[src/rtl/tof_frame_analyzer.sv]
// tof_frame_analyzer: serial scan of a 64-zone ToF distance frame (one zone per clock),
//    publishing global minimum + zone, per-row minima, valid/near counts and an obstacle flag.
// Latency: edge sampled at clock k, zones at k+1..k+64, results and result_valid pulse at k+65.
// Backpressure: none; a frame edge arriving while busy is dropped and sets sticky overrun.
// Ports: clk, reset (sync, active-high), data_ready (level, rising edge = new frame),
//    distance_mm [63:0][15:0] packed, clear_overrun (pulse) -> min_dist_mm, min_zone,
//    row_min [7:0][15:0] packed, valid_count, near_count, obstacle, result_valid, busy, overrun.
// Optional: define TOF_TEMPORAL_FILTER_EN to add a per-zone IIR filter (alpha = 1/4)
//    whose output replaces the raw distance in all compares.
module tof_frame_analyzer #(
   parameter logic [15:0] NEAR_THRESH_MM = 16'd300,
   parameter logic [15:0] MAX_VALID_MM   = 16'd4000,
   parameter logic [6:0]  OBST_ZONES     = 7'd4
) (
   input  logic          clk,
   input  logic          reset,
   input  logic          data_ready,
   input  logic [1023:0] distance_mm,
   input  logic          clear_overrun,
   output logic [15:0]   min_dist_mm,
   output logic [5:0]    min_zone,
   output logic [127:0]  row_min,
   output logic [6:0]    valid_count,
   output logic [6:0]    near_count,
   output logic          obstacle,
   output logic          result_valid,
   output logic          busy,
   output logic          overrun
);

   typedef enum logic [1:0] {
      ST_IDLE    = 2'd0,
      ST_SCAN    = 2'd1,
      ST_PUBLISH = 2'd2
   } state_t;

   state_t state_q, state_d;

   logic          dr_q, dr_d;
   logic          frame_edge;
   logic [1023:0] frame_q;
   logic          frame_ld;
   logic [5:0]    idx_q, idx_d;

   // scan accumulators
   logic [15:0]       min_acc_q, min_acc_d;
   logic [5:0]        zone_acc_q, zone_acc_d;
   logic [6:0]        vcnt_acc_q, vcnt_acc_d;
   logic [6:0]        ncnt_acc_q, ncnt_acc_d;
   logic [7:0][15:0]  rmin_acc_q, rmin_acc_d;

   // published results
   logic [15:0]       min_dist_q, min_dist_d;
   logic [5:0]        min_zone_q, min_zone_d;
   logic [7:0][15:0]  row_min_q, row_min_d;
   logic [6:0]        valid_count_q, valid_count_d;
   logic [6:0]        near_count_q, near_count_d;
   logic              obstacle_q, obstacle_d;
   logic              result_valid_q, result_valid_d;
   logic              overrun_q, overrun_d;

   logic [15:0] cur_raw;
   logic [15:0] cur_val;
   logic        zone_valid;
   logic [2:0]  row_sel;

   assign cur_raw    = frame_q[{idx_q, 4'b0000} +: 16];
   assign zone_valid = (cur_raw != 16'd0) && (cur_raw <= MAX_VALID_MM);
   assign row_sel    = idx_q[5:3];
   assign frame_edge = data_ready & ~dr_q;

`ifdef TOF_TEMPORAL_FILTER_EN
   logic [15:0]        filt_q [64];
   logic [63:0]        filt_init_q, filt_init_d;
   logic [15:0]        filt_cur;
   logic signed [16:0] filt_diff;
   logic [15:0]        filt_step;
   logic [15:0]        filt_new;
   logic               filt_we;

   always_comb begin
      filt_cur  = filt_q[idx_q];
      filt_diff = $signed({1'b0, cur_raw}) - $signed({1'b0, filt_cur});
      // step lies in [-16384, 16383]; modulo-2^16 add lands between filt and d
      filt_step = 16'(filt_diff >>> 2);
      filt_new  = filt_cur + filt_step;
      // first valid sample of a zone seeds the filter directly
      cur_val   = filt_init_q[idx_q] ? filt_new : cur_raw;
      filt_we   = (state_q == ST_SCAN) && zone_valid;
      filt_init_d = filt_init_q;
      if (filt_we) filt_init_d[idx_q] = 1'b1;
   end

   always_ff @(posedge clk) begin
      if (filt_we) filt_q[idx_q] <= cur_val;
   end

   always_ff @(posedge clk) begin
      if (reset) filt_init_q <= '0;
      else       filt_init_q <= filt_init_d;
   end
`else
   assign cur_val = cur_raw;
`endif

   always_comb begin
      state_d        = state_q;
      dr_d           = data_ready;
      frame_ld       = 1'b0;
      idx_d          = idx_q;
      min_acc_d      = min_acc_q;
      zone_acc_d     = zone_acc_q;
      vcnt_acc_d     = vcnt_acc_q;
      ncnt_acc_d     = ncnt_acc_q;
      rmin_acc_d     = rmin_acc_q;
      min_dist_d     = min_dist_q;
      min_zone_d     = min_zone_q;
      row_min_d      = row_min_q;
      valid_count_d  = valid_count_q;
      near_count_d   = near_count_q;
      obstacle_d     = obstacle_q;
      result_valid_d = 1'b0;
      overrun_d      = overrun_q;

      // set takes priority over clear when both happen in one cycle
      if (clear_overrun) overrun_d = 1'b0;
      if (frame_edge && (state_q != ST_IDLE)) overrun_d = 1'b1;

      case (state_q)
         ST_IDLE: begin
            if (frame_edge) begin
               frame_ld   = 1'b1;
               idx_d      = 6'd0;
               min_acc_d  = 16'hFFFF;
               zone_acc_d = 6'd0;
               vcnt_acc_d = 7'd0;
               ncnt_acc_d = 7'd0;
               rmin_acc_d = {8{16'hFFFF}};
               state_d    = ST_SCAN;
            end
         end
         ST_SCAN: begin
            if (zone_valid) begin
               vcnt_acc_d = vcnt_acc_q + 7'd1;
               if (cur_val < NEAR_THRESH_MM) ncnt_acc_d = ncnt_acc_q + 7'd1;
               // strict compare: on ties the lowest zone index is kept
               if (cur_val < min_acc_q) begin
                  min_acc_d  = cur_val;
                  zone_acc_d = idx_q;
               end
               if (cur_val < rmin_acc_q[row_sel]) rmin_acc_d[row_sel] = cur_val;
            end
            if (idx_q == 6'd63) state_d = ST_PUBLISH;
            else                idx_d   = idx_q + 6'd1;
         end
         ST_PUBLISH: begin
            min_dist_d     = min_acc_q;
            min_zone_d     = zone_acc_q;
            row_min_d      = rmin_acc_q;
            valid_count_d  = vcnt_acc_q;
            near_count_d   = ncnt_acc_q;
            obstacle_d     = (ncnt_acc_q >= OBST_ZONES);
            result_valid_d = 1'b1;
            state_d        = ST_IDLE;
         end
         default: state_d = ST_IDLE;
      endcase
   end

   always_ff @(posedge clk) begin
      if (reset) begin
         state_q        <= ST_IDLE;
         // reset to 1 so a data_ready held high across reset is not a new frame
         dr_q           <= 1'b1;
         idx_q          <= 6'd0;
         min_acc_q      <= 16'hFFFF;
         zone_acc_q     <= 6'd0;
         vcnt_acc_q     <= 7'd0;
         ncnt_acc_q     <= 7'd0;
         rmin_acc_q     <= {8{16'hFFFF}};
         min_dist_q     <= 16'hFFFF;
         min_zone_q     <= 6'd0;
         row_min_q      <= {8{16'hFFFF}};
         valid_count_q  <= 7'd0;
         near_count_q   <= 7'd0;
         obstacle_q     <= 1'b0;
         result_valid_q <= 1'b0;
         overrun_q      <= 1'b0;
      end else begin
         state_q        <= state_d;
         dr_q           <= dr_d;
         idx_q          <= idx_d;
         min_acc_q      <= min_acc_d;
         zone_acc_q     <= zone_acc_d;
         vcnt_acc_q     <= vcnt_acc_d;
         ncnt_acc_q     <= ncnt_acc_d;
         rmin_acc_q     <= rmin_acc_d;
         min_dist_q     <= min_dist_d;
         min_zone_q     <= min_zone_d;
         row_min_q      <= row_min_d;
         valid_count_q  <= valid_count_d;
         near_count_q   <= near_count_d;
         obstacle_q     <= obstacle_d;
         result_valid_q <= result_valid_d;
         overrun_q      <= overrun_d;
      end
   end

   // frame buffer is pure datapath; it is only read after being loaded
   always_ff @(posedge clk) begin
      if (frame_ld) frame_q <= distance_mm;
   end

   assign min_dist_mm  = min_dist_q;
   assign min_zone     = min_zone_q;
   assign row_min      = row_min_q;
   assign valid_count  = valid_count_q;
   assign near_count   = near_count_q;
   assign obstacle     = obstacle_q;
   assign result_valid = result_valid_q;
   assign busy         = (state_q != ST_IDLE);
   assign overrun      = overrun_q;

endmodule

[config.mk]
export PLATFORM = sky130hd
export DESIGN_NAME = tof_frame_analyzer
export DESIGN_NICKNAME = d
export VERILOG_FILES = /design/src/rtl/tof_frame_analyzer.sv
export SDC_FILE = /design/constraint.sdc
export NUM_CORES = 1
export LEC_CHECK = 0
export ABC_AREA = 1
export BUFFER_PORTS_ARGS = -buffer_cell sky130_fd_sc_hd__buf_2
export CORE_AREA = 2 2 463 465
export DETAILED_ROUTE_END_ITERATION = 16
export DIE_AREA = 0 0 465 467
export REMOVE_ABC_BUFFERS = 1
export SYNTH_ARGS = -nofsm -noshare
export SYNTH_HDL_FRONTEND = slang
export SYNTH_SLANG_ARGS = --single-unit
[constraint.sdc]
create_clock -name clk -period 28.6 [get_ports clk]
set_input_delay 4.29 -clock clk [delete_from_list [all_inputs] [get_ports clk]]
set_output_delay 4.29 -clock clk [all_outputs]
set_load 0.03 [all_outputs]
# ---- Word level (Yosys, flattened, before mapping)
# Cells that the tools add are included.
dict set report word_totals {
  input_bits 1028
  wordCells 101
  regBits 1364
}
dict set report op_classes {
  n_addsub 3
  bitwise_logic 2
  eq_ne 10
  n_mux 33
  magnitude_cmp 7
  n_shift 1
  reduce_logical 14
}
# cell n
set ops {}
lappend ops {{1024-bit by 11-bit indexed part select with 16-bit output} 1}
lappend ops {{128-bit two-way mux} 3}
lappend ops {{128-bit case mux with 2 select lines} 1}
lappend ops {{128-bit bitwise mux} 1}
lappend ops {{16-bit two-way mux} 5}
lappend ops {{16-bit binary-select mux with 3-bit select} 1}
lappend ops {{16-bit demux with 3-bit select} 1}
lappend ops {{16-bit less-than comparator} 2}
lappend ops {{16-bit case mux with 2 select lines} 1}
lappend ops {{7-bit two-way mux} 4}
lappend ops {{7-bit case mux with 2 select lines} 2}
lappend ops {{6-bit two-way mux} 4}
lappend ops {{6-bit case mux with 2 select lines} 2}
lappend ops {{16-bit by 12-bit <= comparator with 1-bit output, second input constant} 1}
lappend ops {{16-bit by 9-bit less-than comparator with 1-bit output, second input constant} 1}
lappend ops {{16-bit nonzero test} 1}
lappend ops {{7-bit by 1-bit adder with 7-bit output, second input constant} 2}
lappend ops {{2-bit != test, second input constant} 7}
lappend ops {{4-bit AND reduction} 3}
lappend ops {{7-bit by 3-bit greater-or-equal comparator with 1-bit output, second input constant} 1}
lappend ops {{6-bit by 1-bit adder with 6-bit output, second input constant} 1}
lappend ops {{6-bit equality test, second input constant} 1}
lappend ops {{3-bit AND reduction} 2}
lappend ops {{2-bit nonzero test} 3}
lappend ops {{other kinds (12)} 19}

# ---- Logic depth before layout (Yosys ltp)
dict set report logic_depth {
  ltp_word 8
  mapped_depth 28
}

# ---- Least setup slack after synthesis
# OpenSTA, ideal clock, no wires.
dict set report synth_timing {
  kind {input -> register}
  from {input data_ready}
  to {register vcnt_acc_q[4]}
  path_buffers 1
  t_arrival_ns 27.310
  path_slack_ns 1.171
  setup_time_ns 0.119
  cell_stages 8
  path_cell_list {inv_1 nor2_1 nand2_1 inv_1 nor2_1 clkbuf_1 o21ai_0 a21oi_1}
}
dict set report synth_via {
  elab_chain_len 3
}
# element line
set synth_lines {}
lappend synth_lines {{start, declared} 17} ;# input logic data_ready,
lappend synth_lines {{1-bit bitwise AND} 70} ;# assign frame_edge = data_ready & ~dr_q;
lappend synth_lines {{2-bit != test (no line)} --}
lappend synth_lines {{3-bit AND reduction (no line)} --}
lappend synth_lines {{end signal, assigned} 195} ;# vcnt_acc_q <= vcnt_acc_d;
lappend synth_lines {{end, declared} 48} ;# logic [6:0] vcnt_acc_q, vcnt_acc_d;
# Every way passes these cells.
# A chain may end at the register's enable or synchronous reset.

# ---- Final worst setup path
dict set report layout_timing {
  from {input data_ready}
  to {register frame_q[1007], enable pin}
}
dict set report layout_via {
  elab_chain_len 3
}
# element line
set layout_lines {}
lappend layout_lines {{1-bit bitwise AND} 70}
lappend layout_lines {{1-bit two-way mux} 131} ;# if (frame_edge) begin
lappend layout_lines {{1-bit two-way mux} 129} ;# case (state_q)
lappend layout_lines {{net frame_ld} 42} ;# logic frame_ld;
lappend layout_lines {{end signal, assigned} 211} ;# if (frame_ld) frame_q <= distance_mm;
lappend layout_lines {{end, declared} 41} ;# logic [1023:0] frame_q;
# The timed path passes the listed nets, and every way through them passes these cells.

==> impl_metrics.py <==
metrics = {
    "power_and_ir_drop": {
        "p_per_area_nw_per_um2": 67.2,
        "cellLeakagePower_uw": 0.0278,
        "seq_power_share": 0.484,
        "p_sw_frac": 0.259,
        "finalPower_uw": 4600,
        "p_sw_uw": 1190,
        "internal_power_uw": 3410,
        "combPwrFrac": 0.095,
        "clkPwrFrac": 0.421,
        "peakVddDrop_mv": 0.0580,
    },
    "clocking": {
        "clock_sinks": 1364,
        "cts_setup_buffers": 0,
        "hold_buffers": 0,
        "cts_tree": "yes",
        "clk_latency_ns": 0.81,
        "cts_buffers": 150,
        "ctsHtreeMaxLevel": 4,
        "cts_resized": 0,
        "cts_root_buf": "clkbuf_16",
        "clk_path_buf_depth": 3,
        "clk_pin_slew_worst_paths_ns": 0.06,
    },
    "critical_path": {
        "crit_top_cell": "buf_4",
        "worst-path-buf-inv": 8,
        "path_delay_family": "buffers and inverters",
        "crit_slowest_cell": "buf_4",
        "cp_cell_sequence": "buf_2, inv_1, nor2_1, nand2_1, buf_4, inv_8, buf_4, buf_4, buf_4, buf_4",
        "cp-end-kind": "flop",
        "cp_max_fo": 120,
        "required_ns": 29.01,
        "start_kind": "input pin",
        "worstSetupPathType": "input pin to flop",
        "r2r_slack_ns": 20.13,
        "arrival_ns": 9.29,
        "critical_path.max_stage_delay_ns": 0.94,
    },
    "global_routing": {
        "grt_pass1_wl_um": 296000,
        "grt_pass1_vias": 41700,
        "antenna_found_initial": 78,
        "grt_usage": 0.187,
        "grt_remaining_overflow": 0,
        "grt_max_degree": 121,
    },
    "synth": {
        "synthCells": 5146,
        "synthArstFlopShare": 0,
        "syn_area_sq_um": 55100,
        "synth_top_flop_cell": "edfxtp_1",
        "synth_edf_count": 1024,
        "yosysWarnings": 0,
        "synth-seq-cells": 1364,
        "synth-seq-area-share": 0.682,
        "synth.distinct_cells": 41,
        "synth_area_per_cell_sq_um": 10.7,
    },
    "die": {
        "core_area_sq_um": 212000,
        "dieArea_sq_um": 217000,
        "chipHeight_um": 467,
        "io_pins": 1196,
        "die_width_um": 465,
        "start_util": 0.260,
        "fp-row-count": 169,
    },
    "finish": {
        "regArea_sq_um": 37600,
        "area_growth_pct": 24.3,
        "nets": 7286,
        "layout-drive-gt1-share": 0.242,
        "fillers": 21600,
        "mostFrequentLayoutCells": "buf_2, nand2_1, edfxtp_1",
        "final_common_cell": "buf_2",
        "multi_input_area_sq_um": 14900,
    },
    "place": {
        "port_buffers": 1195,
        "place.detailed.hpwl_um": 152000,
        "pre_cts_slack_ns": 18.96,
        "routabilityCongestion": 0.915,
    },
    "timing": {
        "fin_setup_tns_ns": 0,
        "slew-limit-headroom": 0.264,
        "fin_crit_ns": 8.89,
        "tightest_slew_ns": 1.10,
        "final-max-slew-violation-count": 0,
        "whs_ns": 0.449,
        "worst_slack_ns": 19.71,
        "max_clock_freq_mhz": 113,
        "setup_viol": 0,
        "finalCritPeriodShare": 0.311,
        "rsz0062_at_grt": "no",
        "hold_viol": 0,
        "finClkSkew_ns": 0.0430,
    },
    "detailed_routing": {
        "dr.pass1.iters": 6,
        "ant_nets": 0,
        "drt_iter0_drc": 5031,
        "drc": 0,
        "dr_total_vias": 43800,
        "post_drt_via_cell_ratio": 4.76,
        "wl_per_cell_um": 23.0,
        "routed_wirelength_um": 212000,
    },
    "job": {
        "drv_cap": 0,
    },
    "outcome": {
        "status": "finished clean",
    },
    "worst_hold_path": {
        "hold_path_class": "flop to flop",
    },
}
## cell type report
| type | count | share of cell area |
|---|---|---|
| Antenna cell | 41 | 0.00150 |
| Clock buffer | 191 | 0.0586 |
| Clock inverter | 82 | 0.0125 |
| Inverter | 240 | 0.0136 |
| Multi-Input combinational cell | 3201 | 0.218 |
| Sequential cell | 1364 | 0.549 |
| Tap cell | 2821 | 0.0516 |
| Timing Repair Buffer | 1267 | 0.0952 |
## cell usage after synthesis (48+ instances only)
cell      number  area (sq um)
o21ai_1      198           991
a21oi_1       48           240
o21ai_0      223          1120
inv_1        222           833
nand4_1      113           707
o211ai_1     182          1370
nand2_1     1043          3920
nand3_1      532          2660
buf_2        101           505
dfxtp_1      340          6810
clkbuf_1     156           586
edfxtp_1    1024         30700
nor2_1       726          2730
## routing by layer
metal	up-vias	GRT usage	wire, um
met2	2190	0.303	99800
met4	30	0.0598	5910
met1	21100	0.248	89000
met5	-	0	191
li1	20200	-	-
met3	357	0.0401	17200
## power groups by stage
stage               combinational (uW)  sequential (uW)  clock [uW]
finish                             438             2230        1940
CTS                                440             2230        1970
floorplan                          246             2330           0
global route                       487             2230        2050
global placement                   432             2270           0
detailed placement                 438             2270           0
## worst min-delay path: stages, from the launching register on
cell and delay (ns):
dfxtp_1 0.31, nand2_1 0.06, nand2_1 0.04
## cell families after synthesis
kind of cell | after synthesis | share of synthesized area
buffers and inverters | 581 | 0.0475
and+or+nand+nor | 2442 | 0.185
adders and majority gates | 34 | 0.00772
DFF | 1364 | 0.682
AOI/OAI and AO/OA | 722 | 0.0771
xor gates and xnor gates | 3 | 0.000477
## final timing paths
kind,startpoint,to,cells past startpoint
setup / recovery,data_ready,frame_q[1007],10
hold / removal,rmin_acc_q[77],rmin_acc_q[77],2
setup reg to reg,idx_q[0],rmin_acc_q[102],23
hold reg to reg,rmin_acc_q[77],rmin_acc_q[77],2
## stage by stage
| stage | utilization | std cells | cell area [sq um] |
|---|---|---|---|
| global route | 0.323 | 9194 | 68400 |
| finish | 0.323 | 9207 | 68500 |
| floorplan | - | 4805 | 53400 |
| global placement | 0.300 | 8893 | 63500 |
| detailed placement | 0.300 | 8893 | 63500 |
| CTS | 0.323 | 9166 | 68400 |
## state kept, by name, summed over array words and instances (netlist names)
| name | flops |
|---|---|
| frame_q | 1024 |
| rmin_acc_q | 128 |
| row_min | 128 |
| min_acc_q | 16 |
| min_dist_mm | 16 |
| ncnt_acc_q | 7 |
| near_count | 7 |
| valid_count | 7 |
| vcnt_acc_q | 7 |
| idx_q | 6 |
| min_zone | 6 |
| zone_acc_q | 6 |
| state_q | 2 |
| dr_q | 1 |
| obstacle | 1 |
| overrun | 1 |
| result_valid | 1 |
Power figures use the tool's default switching activity.
